--- src/rtl/esm_dwell_reporter_if.sv ---
`default_nettype none
// ============================================================================
// Module   : esm_dwell_reporter_if
// Purpose  : Dwell-side inputs and AXI-stream report outputs of the dwell
//            reporter, bundled with master (driver) / slave (reporter) views.
// Revision : 1.0 - initial release
// ============================================================================
interface esm_dwell_reporter_if #(
  parameter int AXI_DATA_WIDTH = 32
);

  // Dwell metadata as delivered by the dwell controller.
  typedef struct packed {
    logic [15:0] tag;
    logic [15:0] frequency;
    logic [31:0] duration;
  } esm_dwell_metadata_t;

  logic                      Dwell_active;
  esm_dwell_metadata_t       Dwell_data;
  logic                      Pulse_valid;
  logic                      Axis_ready;
  logic                      Axis_valid;
  logic [AXI_DATA_WIDTH-1:0] Axis_data;
  logic                      Axis_last;

  // Upstream/downstream environment side.
  modport master (
    output Dwell_active, Dwell_data, Pulse_valid, Axis_ready,
    input  Axis_valid, Axis_data, Axis_last
  );

  // Reporter side.
  modport slave (
    input  Dwell_active, Dwell_data, Pulse_valid, Axis_ready,
    output Axis_valid, Axis_data, Axis_last
  );

endinterface
`default_nettype wire

--- src/rtl/esm_dwell_reporter.sv ---
`default_nettype none
// ============================================================================
// Module   : esm_dwell_reporter
// Purpose  : Measures each dwell (active cycles, pulses) and emits a fixed
//            6-word AXI-stream report when the dwell ends. Dwells starting
//            while a report is in flight are counted as dropped and carried
//            into the following report.
// Revision : 1.0 - initial release
// ============================================================================
module esm_dwell_reporter #(
  parameter int          AXI_DATA_WIDTH = 32,
  parameter logic [31:0] REPORT_MAGIC   = 32'h45534D52
) (
  input wire                  Clk,
  input wire                  Rst,
  esm_dwell_reporter_if.slave bus
);

  localparam logic [1:0]  c_ST_IDLE   = 2'd0;
  localparam logic [1:0]  c_ST_ACTIVE = 2'd1;
  localparam logic [1:0]  c_ST_REPORT = 2'd2;
  localparam logic [2:0]  c_LAST_BEAT = 3'd5;
  localparam logic [31:0] c_CYCLE_MAX = 32'hFFFF_FFFF;
  localparam logic [23:0] c_PULSE_MAX = 24'hFF_FFFF;
  localparam logic [7:0]  c_DROP_MAX  = 8'hFF;

  logic [1:0]                r_state;
  logic [1:0]                w_state_nxt;
  logic                      r_dwell_active;
  logic [15:0]               r_tag;
  logic [15:0]               r_frequency;
  logic [31:0]               r_duration;
  logic [31:0]               r_cycle_count;
  logic [23:0]               r_pulse_count;
  logic [7:0]                r_drop_count;
  logic [7:0]                r_drop_snap;
  logic [31:0]               r_seq_num;
  logic [2:0]                r_beat;
  logic                      r_axis_valid;
  logic                      r_axis_last;
  logic [AXI_DATA_WIDTH-1:0] r_axis_data;

  logic                      w_rise;
  logic                      w_accept;
  logic                      w_last_accept;
  logic [2:0]                w_beat_inc;
  logic [31:0]               w_word;
  logic [2:0]                w_beat_nxt;
  logic                      w_valid_nxt;
  logic                      w_last_nxt;
  logic [AXI_DATA_WIDTH-1:0] w_data_nxt;

  assign w_rise        = bus.Dwell_active & ~r_dwell_active;
  assign w_accept      = r_axis_valid & bus.Axis_ready;
  assign w_last_accept = w_accept && (r_beat == c_LAST_BEAT);
  assign w_beat_inc    = r_beat + 3'd1;

  assign bus.Axis_valid = r_axis_valid;
  assign bus.Axis_last  = r_axis_last;
  assign bus.Axis_data  = r_axis_data;

  // State register.
  always_ff @(posedge Clk or posedge Rst) begin : p_state_reg
    if (Rst) begin
      r_state <= c_ST_IDLE;
    end else begin
      r_state <= w_state_nxt;
    end
  end

  // Next-state decode: a dwell runs IDLE -> ACTIVE -> REPORT -> IDLE.
  always_comb begin : p_next_state
    w_state_nxt = r_state;
    case (r_state)
      c_ST_IDLE:   if (w_rise) w_state_nxt = c_ST_ACTIVE;
      c_ST_ACTIVE: if (!bus.Dwell_active) w_state_nxt = c_ST_REPORT;
      c_ST_REPORT: if (w_last_accept) w_state_nxt = c_ST_IDLE;
      default:     w_state_nxt = c_ST_IDLE;
    endcase
  end

  // Word that follows the current beat; all fields are frozen during REPORT.
  always_comb begin : p_word_sel
    w_word = REPORT_MAGIC;
    case (w_beat_inc)
      3'd1:    w_word = r_seq_num;
      3'd2:    w_word = {r_tag, r_frequency};
      3'd3:    w_word = r_duration;
      3'd4:    w_word = r_cycle_count;
      3'd5:    w_word = {r_pulse_count, r_drop_snap};
      default: w_word = REPORT_MAGIC;
    endcase
  end

  // Output decode: start the report on dwell end, step a beat per acceptance.
  always_comb begin : p_output_comb
    w_valid_nxt = r_axis_valid;
    w_last_nxt  = r_axis_last;
    w_data_nxt  = r_axis_data;
    w_beat_nxt  = r_beat;
    case (r_state)
      c_ST_ACTIVE: begin
        if (!bus.Dwell_active) begin
          w_valid_nxt = 1'b1;
          w_last_nxt  = 1'b0;
          w_data_nxt  = REPORT_MAGIC;
          w_beat_nxt  = 3'd0;
        end
      end
      c_ST_REPORT: begin
        if (w_last_accept) begin
          w_valid_nxt = 1'b0;
          w_last_nxt  = 1'b0;
          w_data_nxt  = '0;
          w_beat_nxt  = 3'd0;
        end else if (w_accept) begin
          w_beat_nxt  = w_beat_inc;
          w_data_nxt  = w_word;
          w_last_nxt  = (w_beat_inc == c_LAST_BEAT);
        end
      end
      default: ;
    endcase
  end

  // Registered stream outputs and beat index.
  always_ff @(posedge Clk or posedge Rst) begin : p_output_reg
    if (Rst) begin
      r_axis_valid <= 1'b0;
      r_axis_last  <= 1'b0;
      r_axis_data  <= '0;
      r_beat       <= 3'd0;
    end else begin
      r_axis_valid <= w_valid_nxt;
      r_axis_last  <= w_last_nxt;
      r_axis_data  <= w_data_nxt;
      r_beat       <= w_beat_nxt;
    end
  end

  // Dwell measurement, drop accounting and sequence numbering.
  always_ff @(posedge Clk or posedge Rst) begin : p_datapath
    if (Rst) begin
      r_dwell_active <= 1'b0;
      r_tag          <= '0;
      r_frequency    <= '0;
      r_duration     <= '0;
      r_cycle_count  <= '0;
      r_pulse_count  <= '0;
      r_drop_count   <= '0;
      r_drop_snap    <= '0;
      r_seq_num      <= '0;
    end else begin
      r_dwell_active <= bus.Dwell_active;
      case (r_state)
        c_ST_IDLE: begin
          if (w_rise) begin
            r_tag         <= bus.Dwell_data.tag;
            r_frequency   <= bus.Dwell_data.frequency;
            r_duration    <= bus.Dwell_data.duration;
            r_cycle_count <= 32'd1;
            r_pulse_count <= {23'd0, bus.Pulse_valid};
          end
        end
        c_ST_ACTIVE: begin
          if (bus.Dwell_active) begin
            if (r_cycle_count != c_CYCLE_MAX) r_cycle_count <= r_cycle_count + 32'd1;
            if (bus.Pulse_valid && (r_pulse_count != c_PULSE_MAX))
              r_pulse_count <= r_pulse_count + 24'd1;
          end else begin
            // Drops seen so far belong to this report; new ones go to the next.
            r_drop_snap  <= r_drop_count;
            r_drop_count <= 8'd0;
          end
        end
        c_ST_REPORT: begin
          if (w_rise && (r_drop_count != c_DROP_MAX)) r_drop_count <= r_drop_count + 8'd1;
          if (w_last_accept) r_seq_num <= r_seq_num + 32'd1;
        end
        default: ;
      endcase
    end
  end

endmodule
`default_nettype wire

--- src/flat_wrapper.sv ---
// flat-port wrapper written by rule: the top's interface ports become plain ports
module esm_dwell_reporter_flat 
#(
  parameter int          AXI_DATA_WIDTH = 32,
  parameter logic [31:0] REPORT_MAGIC   = 32'h45534D52
)
  (Clk, Rst, bus_Dwell_active, bus_Dwell_data, bus_Pulse_valid, bus_Axis_ready, bus_Axis_valid, bus_Axis_data, bus_Axis_last);
  esm_dwell_reporter_if #(.AXI_DATA_WIDTH(AXI_DATA_WIDTH)) bus_i ();
  input wire Clk;
  input wire Rst;
  input wire logic [$bits(bus_i.Dwell_active)-1:0] bus_Dwell_active;
  input wire logic [$bits(bus_i.Dwell_data)-1:0] bus_Dwell_data;
  input wire logic [$bits(bus_i.Pulse_valid)-1:0] bus_Pulse_valid;
  input wire logic [$bits(bus_i.Axis_ready)-1:0] bus_Axis_ready;
  output wire logic [$bits(bus_i.Axis_valid)-1:0] bus_Axis_valid;
  output wire logic [$bits(bus_i.Axis_data)-1:0] bus_Axis_data;
  output wire logic [$bits(bus_i.Axis_last)-1:0] bus_Axis_last;
  assign bus_i.Dwell_active = bus_Dwell_active;
  assign bus_i.Dwell_data = bus_Dwell_data;
  assign bus_i.Pulse_valid = bus_Pulse_valid;
  assign bus_i.Axis_ready = bus_Axis_ready;
  assign bus_Axis_valid = bus_i.Axis_valid;
  assign bus_Axis_data = bus_i.Axis_data;
  assign bus_Axis_last = bus_i.Axis_last;
  esm_dwell_reporter #(.AXI_DATA_WIDTH(AXI_DATA_WIDTH), .REPORT_MAGIC(REPORT_MAGIC)) u_core (.Clk(Clk), .Rst(Rst), .bus(bus_i));
endmodule
--- config.mk ---
export PLATFORM = sky130hd
export DESIGN_NAME = esm_dwell_reporter_flat
export DESIGN_NICKNAME = d
export VERILOG_FILES = /design/src/rtl/esm_dwell_reporter_if.sv /design/src/rtl/esm_dwell_reporter.sv /design/src/flat_wrapper.sv
export SDC_FILE = /design/constraint.sdc
export NUM_CORES = 1
export LEC_CHECK = 0
export ABC_AREA = 1
export BUFFER_PORTS_ARGS = -buffer_cell sky130_fd_sc_hd__buf_2
export CORE_ASPECT_RATIO = 0.7
export CORE_MARGIN = 3
export CORE_UTILIZATION = 55
export CTS_CLUSTER_DIAMETER = 50
export DETAILED_ROUTE_END_ITERATION = 10
export PLACE_DENSITY = 0.77
export SLEW_MARGIN = 20
export SYNTH_ARGS = -nofsm -noshare
export SYNTH_HDL_FRONTEND = slang
export SYNTH_SLANG_ARGS = --single-unit
--- constraint.sdc ---
create_clock -name Clk -period 7.6 [get_ports Clk]
set_clock_uncertainty 0.15 [all_clocks]
set_input_delay 1.52 -clock Clk [delete_from_list [all_inputs] [get_ports Clk]]
set_output_delay 1.52 -clock Clk [all_outputs]
set_load 0.02 [all_outputs]
==> impl_metrics.toml, run 1 <==
[timing]
worst_pin_slew_ns = 1.07
rsz0062_at_grt = "false"
slew_violations = 0
fmax_mhz = 266
fin_tns_setup_ns = 0
post-route-period-util_pct = 49.5
max_slew_margin_pct = 28.7
setup_viol = 0
hold_viol = 0
min_period_ns = 3.76

[logic_synthesis]
synth_area_um2 = 11800
synth_cells = 1715
synthArstFlopShare_pct = 100
synth-seq-cells = 208
synth.most_common_cell = "nand2_1"
synth_flop_cell = "dfrtp_1"
synth.distinct_cells = 37
synth_nets = 1793
synth_edf_count = 0
synth.avg_cell_area_um2 = 6.86
yosys_warnings = 0
ys_seq_area_share_pct = 44.2
synth_area_leaders = "dfrtp_1 44%, nand2_1 27%, nor2_1 5.1%, nand3_1 4.5%, inv_1 3.2%"
synth_top_area_share_pct = 44.2
synthTopCellsByCount = "855 x nand2_1, 208 x dfrtp_1, 161 x nor2_1"
yosysTopAreaCell = "dfrtp_1"

[cts]
postCtsHoldBufs = 0
cts_buffers = 23
cts.sinks = 208
cts_buffer_depth = 3
cts-root-buf = "clkbuf_16"
clk_latency_ns = 0.51
clkSlewWorstSetupHoldPaths_ns = 0.06
htree_levels = 1
cts_setup_buffers = 0
cts_tree = "done"
post_cts_resized = 0

[detailed_routing]
antenna_left = 0
routedWlPerCell_um = 17.0
viasPerCell = 5.42
finalWirelength_um = 35400
dr.first_iter.drc_count = 1128
vias = 11300
dr.pass1.iters = 6
drc = 0

[placement]
gp_congestion = 0.986
dp_hpwl_um = 25500
io_buffers = 102

[floorplanning]
die_h_um = 128
start_util_pct = 56.4
core_um2 = 20900
rows = 44
fp.dieW_um = 181
io_pins = 103
dieArea_um2 = 23200

[final_layout]
ff_latch_area_um2 = 5200
antennaDiodeCount = 0
multi_input_area_um2 = 5900
fillerInstances = 1890
drive_gt1_share_pct = 11.0
area_growth_pct = 12.2
final_core_util_pct = 63.3
nets = 1873

[worst_setup_path]
r2r_cells = 11
path_max_fanout = 23
cp_slowest_stage_delay_ns = 0.93
crit_family = "simple AND/OR/NAND/NOR gates"
cp_slowest_cell = "nor2_2"
cp-startpoint = "u_core.r_beat[0]"
r2r_start = "u_core.r_beat[0]"
worstPathArrival_ns = 4.01
crit_path_start_kind = "flop"
cpMostUsedCell = "nand2_1"
path_cells = "ha_1 > nand2_1 > nand2_2 > nor2_2 > inv_1 > nand2_1 > nor2_2 > nor2_4 > nand2_1 > nand2_1 > nand2_1"
critPathKind = "reg2reg"
end_kind = "flop"
worst-path-buf-inv = 1
cp.required_ns = 7.85
cp_num_cells = 11

[run]
max_cap_viol_count = 0

[min_path]
hold_depth = 2
min_from = "u_core.r_duration[11]"
hp-class = "reg2reg"

[global_routing]
grt_pass1_wl_um = 56200
grt_max_degree = 99
grt_usage_pct = 30.3
grt_overflow = 0
antenna_found_initial = 0
grt_pass1_vias = 10100

[power_and_ir_drop]
p_leak_nw = 6.42
p_per_area_nw_per_um2 = 300
ir_worst_vdd_uv = 173

[run_status]
status = "finished, final reports clean"
per-layer routing:
| metal | vias up | share of wire (%) | GRT usage, % |
|---|---|---|---|
| li1 | 5490 | - | - |
| met1 | 5247 | 49 | 49.6 |
| met2 | 533 | 40 | 42.4 |
| met3 | 40 | 10 | 5.74 |
| met4 | 0 | 1.3 | 4.69 |
| met5 | - | 0 | 0 |
final cells by class:
type / instances / area share [%]
repair buffers: 110 / 4.32
multi-input cells: 1345 / 44.6
well taps: 276 / 2.62
clock buffers: 33 / 4.95
flip-flops and latches: 208 / 39.4
clock inverters: 8 / 0.957
inverters: 107 / 3.10
tightest hold or removal path, delay by kind of cell, from the launching register on:
family,cells,cell delay (ns)
and+or+nand+nor,2,0.10
DFF,1,0.35
registers in the layout, summed over array words and instances (netlist names):
| register | flops |
|---|---|
| u_core.r_cycle_count | 32 |
| u_core.r_drop_snap | 8 |
| u_core.r_duration | 32 |
| u_core.bus.Axis_data | 32 |
| u_core.r_beat | 3 |
| u_core.r_pulse_count | 24 |
| u_core.r_seq_num | 32 |
| u_core.r_drop_count | 8 |
| u_core.r_tag | 16 |
| u_core.bus.Axis_valid | 1 |
| u_core.r_dwell_active | 1 |
| u_core.r_frequency | 16 |
| u_core.bus.Axis_last | 1 |
| u_core.r_state | 2 |
metrics by stage:
| stage | hold slack, ns | power (W) | setup slack [ns] | instance area [um^2] | cells |
|---|---|---|---|---|---|
| floorplan | 0.299 | 0.00240 | 0.249 | 11800 | 1715 |
| global placement | 0.312 | 0.00276 | 3.65 | 12400 | 2046 |
| detailed placement | 0.314 | 0.00279 | 3.44 | 12400 | 2046 |
| CTS | 0.333 | 0.00396 | 3.92 | 13200 | 2087 |
| global route | 0.346 | 0.00419 | 3.72 | 13200 | 2087 |
| finish | 0.330 | 0.00396 | 3.84 | 13200 | 2087 |
worst paths after layout:
path / end / slack [ns]
min: u_core.r_duration[11] / 0.33
min reg2reg: u_core.r_duration[11] / 0.33
max in group asynchronous: u_core.r_cycle_count[18] / 5.08
max: u_core.bus.Axis_data[11] / 3.84
max reg2reg: u_core.bus.Axis_data[11] / 3.84
min in group asynchronous: u_core.r_tag[14] / 0.96
cells by family (layout without fill, tap and decap cells):
group | count (synthesis) | count (layout) | synth area share (%)
xor gates and xnor gates | 34 | 34 | 2.53
adders and majority gates | 9 | 9 | 0.957
AOI/OAI and AO/OA | 102 | 102 | 4.89
muxes | 1 | 1 | 0.0956
buffers and inverters | 162 | 258 | 5.83
and+or+nand+nor | 1199 | 1199 | 41.5
DFF | 208 | 208 | 44.2
placed cells by master (no fill, tap or decap), types with 5 or more instances in the layout:
cell type,n
nor2_4,7
dfrtp_1,208
nand3b_1,6
buf_4,8
xor2_1,18
nand4_1,17
inv_1,100
nor2_2,11
clkbuf_1,6
xnor2_1,16
inv_2,5
nor2_1,158
o21ai_0,58
clkbuf_16,23
nand2_1,854
nand3_1,107
a21oi_1,10
o21ai_2,9
nand2_2,8
ha_1,9
nor3_1,19
o21ai_1,17
buf_2,102
power by group:
part | total, W | switching (W) | leakage [nW] | internal [W]
Clock | 0.00116 | 0.000461 | 0.383 | 0.000702
Sequential | 0.00162 | 0.000224 | 2.71 | 0.00140
Combinational | 0.00118 | 0.000833 | 3.33 | 0.000344
Note: power is estimated with default switching activity, not from simulation.
==> inputs of run 2 (changes only) <==
Settings changed: ABC_AREA 1 to 0, CORE_UTILIZATION 55 to 54.
Clock period 7.6 ns to 3.4 ns, I/O delays scaled along.
==> run 2 against run 1 <==
  * Flip-flop and latch count unchanged
  * Via count decreased by 17%
  * Critical path type unchanged
  * Sequential power is 120% higher
  * Combinational power grew 100%
  * Clock power grew 130%
  * Non-clock buffer count up 23
  * Setup slack lost 3.4 ns
  * Final cell count down 28%
  * Critical endpoint is now u_core.r_pulse_count[9]
  * Fmax rose by 29%
  * Synthesized area fell by 10%
  * Power up 120%
  * Core utilization up 0.70 points
==> impl_metrics.toml, run 2 <==
[run_status]
status = "finished, final reports clean"

[detailed_routing]
dr.pass1.iters = 6
drc = 0
antenna_left = 0
dr.first_iter.drc_count = 1184
vias = 9347
finalWirelength_um = 30100
routedWlPerCell_um = 19.9
viasPerCell = 6.19

[timing]
slew_violations = 0
rsz0062_at_grt = "false"
post-route-period-util_pct = 86.0
min_period_ns = 2.93
max_slew_margin_pct = 47.8
hold_viol = 0
setup_viol = 0
worst_pin_slew_ns = 0.775
fmax_mhz = 342
setup_ws_ns = 0.474

[logic_synthesis]
yosysTopAreaCell = "dfrtp_1"
synth_flop_cell = "dfrtp_1"
synth_cells = 1144
synth_top_area_share_pct = 49.3
ys_seq_area_share_pct = 49.3
synthArstFlopShare_pct = 100
synth.most_common_cell = "nand2_1"
synth.avg_cell_area_um2 = 9.23
synthTopCellsByCount = "317 x nand2_1, 208 x dfrtp_1, 56 x nand3_1"
synth.distinct_cells = 59
synth_nets = 1222
synth_edf_count = 0
synth_area_um2 = 10600
synth_area_leaders = "dfrtp_1 49%, nand2_1 11%, mux2_2 4.2%, a22o_1 2.7%, nand3_1 2.7%"
yosys_warnings = 0
synth-seq-cells = 208

[global_routing]
grt_overflow = 0
grt_pass1_wl_um = 47300
grt_usage_pct = 27.9
antenna_found_initial = 0
grt_pass1_vias = 8515
grt_max_degree = 97

[placement]
io_buffers = 102
dp_hpwl_um = 21200
gp_congestion = 0.935
dp_slack_ns = 0.449

[run]
max_cap_viol_count = 0

[cts]
cts-root-buf = "clkbuf_16"
post_cts_resized = 0
cts.sinks = 208
cts_buffer_depth = 3
cts_buffers = 21
clkSlewWorstSetupHoldPaths_ns = 0.07
cts_tree = "done"
clk_latency_ns = 0.50
htree_levels = 1

[floorplanning]
core_um2 = 19000
fp.dieW_um = 173
dieArea_um2 = 21300
io_pins = 103
rows = 42
die_h_um = 123
start_util_pct = 55.5

[worst_setup_path]
end_kind = "flop"
worst-path-buf-inv = 1
crit_path_start_kind = "flop"
crit_family = "compound AO/OA/AOI/OAI gates"
r2r_start = "u_core.r_pulse_count[0]"
cp.required_ns = 3.63
reg2reg_slack_ns = 0.47
critPathKind = "reg2reg"
worstPathArrival_ns = 3.15
cp_slowest_cell = "or4_4"
cp-startpoint = "u_core.r_pulse_count[0]"
path_max_fanout = 19
cp_slowest_stage_delay_ns = 0.65
path_cells = "ha_1 > inv_1 > or4_4 > o21ai_2 > o311ai_0 > o41ai_1"

[final_layout]
drive_gt1_share_pct = 18.4
fillerInstances = 1595
area_growth_pct = 15.3
final_common_cell = "nand2_1"
final_cell_mix = "316 x nand2_1, 208 x dfrtp_1, 102 x buf_2"
antennaDiodeCount = 0
nets = 1310

[min_path]
hp-class = "in2reg"
min_from = "bus_Dwell_data[25]"

[power_and_ir_drop]
power.total_w = 0.00858
p_leak_nw = 5.60
ir_worst_vdd_uv = 375
p_per_area_nw_per_um2 = 705
## run 2: kinds of logic after synthesis
kind of cell	count (synthesis)	synth area share, %
simple gates	551	24.7
buf+inv	83	3.40
compound gates	205	13.2
xor+xnor	36	2.99
mux	52	5.39
flops	208	49.3
fa+ha+maj	9	1.07
## run 2: where the power goes
| part | switching, W | total (W) | internal [W] |
|---|---|---|---|
| clock | 0.000990 | 0.00265 | 0.00166 |
| combinational | 0.00154 | 0.00239 | 0.000848 |
| sequential | 0.000456 | 0.00354 | 0.00309 |
| total | 0.00299 | 0.00858 | 0.00559 |
## run 2: cell type report
type / count / area [um^2] / area share [%]
repair buffers: 133 / 771 / 6.33
flip-flops and latches: 208 / 5200 / 42.8
inverters: 15 / 60.1 / 0.493
clock buffers: 27 / 578 / 4.75
multi-input cells: 853 / 5020 / 41.2
clock inverters: 10 / 209 / 1.72
well taps: 264 / 330 / 2.71
## run 2: metal layers
metal | track usage [%] | part of all wire (%) | vias to the layer above
li1 | - | - | 4249
met4 | 5.21 | 1.9 | 0
met5 | 0 | 0 | -
met2 | 40.5 | 43 | 419
met3 | 5.10 | 8.0 | 44
met1 | 44.1 | 47 | 4635
## run 2: path summary, 6_finish.rpt
check                                     endpoint  cells after the start
max                        u_core.r_pulse_count[9]                      6
min                          u_core.r_duration[25]                      3
max reg2reg                u_core.r_pulse_count[9]                      6
min reg2reg                        u_core.r_tag[0]                      2
max in group asynchronous  u_core.bus.Axis_data[4]                      4
min in group asynchronous  u_core.r_pulse_count[6]                      3
## run 2: tightest hold or removal path, stage by stage
cell and delay, ns:
buf_2 0.08, nand2_1 0.04, nand2_1 0.05
## run 2: metrics by stage
step                utilization [%]  hold slack, ns  cell area, um^2  cells  setup TNS [ns]
floorplan                         -           0.290            10600   1144          -27.09
global placement               59.8           0.308            11400   1472               0
detailed placement             59.8           0.313            11400   1472               0
CTS                            64.0           0.203            12200   1510               0
global route                   64.0           0.226            12200   1510               0
finish                         64.0           0.220            12200   1510               0
## run 2: what timing repair did
action | CTS | global route
hold endpoints to repair | 9 | 0
hold buffers | 1 | 0
buffers inserted | 0 | 0
==> inputs of run 3 (changes only) <==
Settings changed: CELL_PAD_IN_SITES_DETAIL_PLACEMENT from default to 1, CELL_PAD_IN_SITES_GLOBAL_PLACEMENT from default to 1, CORE_UTILIZATION 54 to 41, GPL_ROUTABILITY_DRIVEN from default to 0, PLACE_DENSITY 0.77 to default, PLACE_DENSITY_LB_ADDON from default to 0.1.
==> run 3 against run 2 <==
  * Sequential power rose by 2%
  * Setup slack gained 0.17 ns
  * Register-to-register slack better by 0.17 ns
  * Die area up 30%
  * Worst hold slack worse by 0.059 ns
  * Fmax up 6.3%
  * Critical path type unchanged
  * Via count decreased by 0.52%
  * Sequential share of layout area shrank 0.59 points
  * Count of clock-buffer cells in the layout increased by 5
  * Critical endpoint is now u_core.r_pulse_count[18]
  * Highest routed layer unchanged
==> impl_metrics.toml, run 3 (synthesis results as in run 2) <==
[global_routing]
grt_max_degree = 66
grt_pass1_wl_um = 56700
grt_pass1_vias = 9481
grt_overflow = 0
grt_usage_pct = 26.1
antenna_found_initial = 0

[cts]
clk_latency_ns = 0.53
cts_tree = "done"
cts_buffer_depth = 3
postCtsHoldBufs = 0
cts_setup_buffers = 0
cts.sinks = 208
cts_buffers = 24
htree_levels = 1
cts-root-buf = "clkbuf_16"
post_cts_resized = 0
clkSlewWorstSetupHoldPaths_ns = 0.06

[power_and_ir_drop]
p_per_area_nw_per_um2 = 702
pwr-share-seq_pct = 41.5
p_sw_share_pct = 37.0
power.total_w = 0.00867
p_int_w = 0.00546
pwr-share-clk_pct = 29.9
p_leak_nw = 5.68
comb_power_share_pct = 28.6
power.switching_w = 0.00321
ir_worst_vdd_uv = 435

[detailed_routing]
dr.pass1.iters = 5
routedWlPerCell_um = 22.5
antenna_left = 0
finalWirelength_um = 35700
dr_wl_met2_um = 14600
routed.top_layer = "met4"
dr_wl_met3_um = 2070
vias = 9298
dr.first_iter.drc_count = 847
met1Wirelength_um = 18200
drc = 0
viasPerCell = 5.86

[worst_setup_path]
reg2reg_to = "u_core.r_pulse_count[18]"
critPathKind = "reg2reg"
cp-startpoint = "u_core.r_pulse_count[0]"
reg2reg_slack_ns = 0.65
worstPathArrival_ns = 3.04
cp.required_ns = 3.69
end_kind = "flop"
r2r_cells = 6
crit_path_start_kind = "flop"
endpoint = "u_core.r_pulse_count[18]"
r2r_start = "u_core.r_pulse_count[0]"
path_max_fanout = 13

[final_layout]
area_growth_pct = 16.9
fin_cells = 1587
final_cell_mix = "316 x nand2_1, 208 x dfrtp_1, 102 x buf_2"
final_common_cell = "nand2_1"
drive_gt1_share_pct = 19.5
nets = 1323
antennaDiodeCount = 0

[placement]
dp_hpwl_um = 26000
io_buffers = 102
dp_slack_ns = 0.522
placed_cells = 1544

[floorplanning]
io_pins = 103
core_um2 = 25000
rows = 48
die_h_um = 140
fp.dieW_um = 198
dieArea_um2 = 27700
start_util_pct = 42.2

[timing]
fin_tns_setup_ns = 0
setup_ws_ns = 0.649
fmax_mhz = 363
setup_viol = 0
min_period_ns = 2.75
hold_viol = 0
slew_violations = 0
max_slew_margin_pct = 38.8
post-route-period-util_pct = 80.9
worst_pin_slew_ns = 0.909
rsz0062_at_grt = "false"

[run]
max_cap_viol_count = 0

[run_status]
status = "finished, final reports clean"

[min_path]
hp-class = "in2async"
-- run 3: cell types whose count changed in the layout (fill, tap and decap cells not counted), sizes merged --
| cell | previous run | this run |
|---|---|---|
| buf | 132 | 143 |
| clkinvlp | 3 | 2 |
| bufinv | 6 | 1 |
| clkbuf | 27 | 32 |
| clkinv | 1 | 7 |
| inv | 15 | 16 |
| dlygate4sd3 | 1 | 0 |
-- run 3: how the worst min path moves through the flow --
stage | depth (start not counted) | slack [ns] | to
2_1_floorplan | 1 | 0.29 | u_core.r_seq_num[31]
3_3_place_gp | 2 | 0.31 | u_core.r_frequency[4]
3_5_place_dp | 2 | 0.32 | u_core.r_duration[25]
4_1_cts | 2 | 0.17 | u_core.r_seq_num[24]
5_1_grt | 3 | 0.19 | u_core.r_tag[5]
6_report | 2 | 0.16 | u_core.r_seq_num[26]
-- run 3: critical path: stages, from the launching register on --
cell and delay (ns):
dfrtp_1 0.51, ha_1 0.29, inv_1 0.12, or4_4 0.65, or4_1 0.58, nor3_1 0.20, o21bai_1 0.16
-- run 3: area by class of cell --
class | instances | area, um^2
Timing Repair Buffer | 143 | 868
Fill cell | 2886 | 12600
Inverter | 15 | 60.1
Tap cell | 325 | 407
Clock inverter | 11 | 90.1
Sequential cell | 208 | 5200
Clock buffer | 32 | 692
Multi-Input combinational cell | 853 | 5020
-- run 3: metal layers --
layer,GRT usage [%],vias up
met2,36.6,241
met5,0,-
li1,-,4282
met1,42.2,4728
met3,3.82,47
met4,6.14,0
-- run 3: power groups by stage --
stage / logic [W] / registers, W / clock network, W
after floorplan: 0.00145 / 0.00361 / 0
after global placement: 0.00240 / 0.00362 / 0
after detailed placement: 0.00247 / 0.00363 / 0
after CTS: 0.00249 / 0.00359 / 0.00264
after global routing: 0.00275 / 0.00367 / 0.00276
final: 0.00248 / 0.00360 / 0.00259
-- run 3: through the flow --
stage          utilization (%)  cell area (um^2)  hold slack, ns
2_1_floorplan                -             10600           0.290
3_3_place_gp              46.3             11600           0.308
3_5_place_dp              46.3             11600           0.317
4_1_cts                   49.4             12300           0.166
5_1_grt                   49.4             12300           0.191
6_report                  49.4             12300           0.161
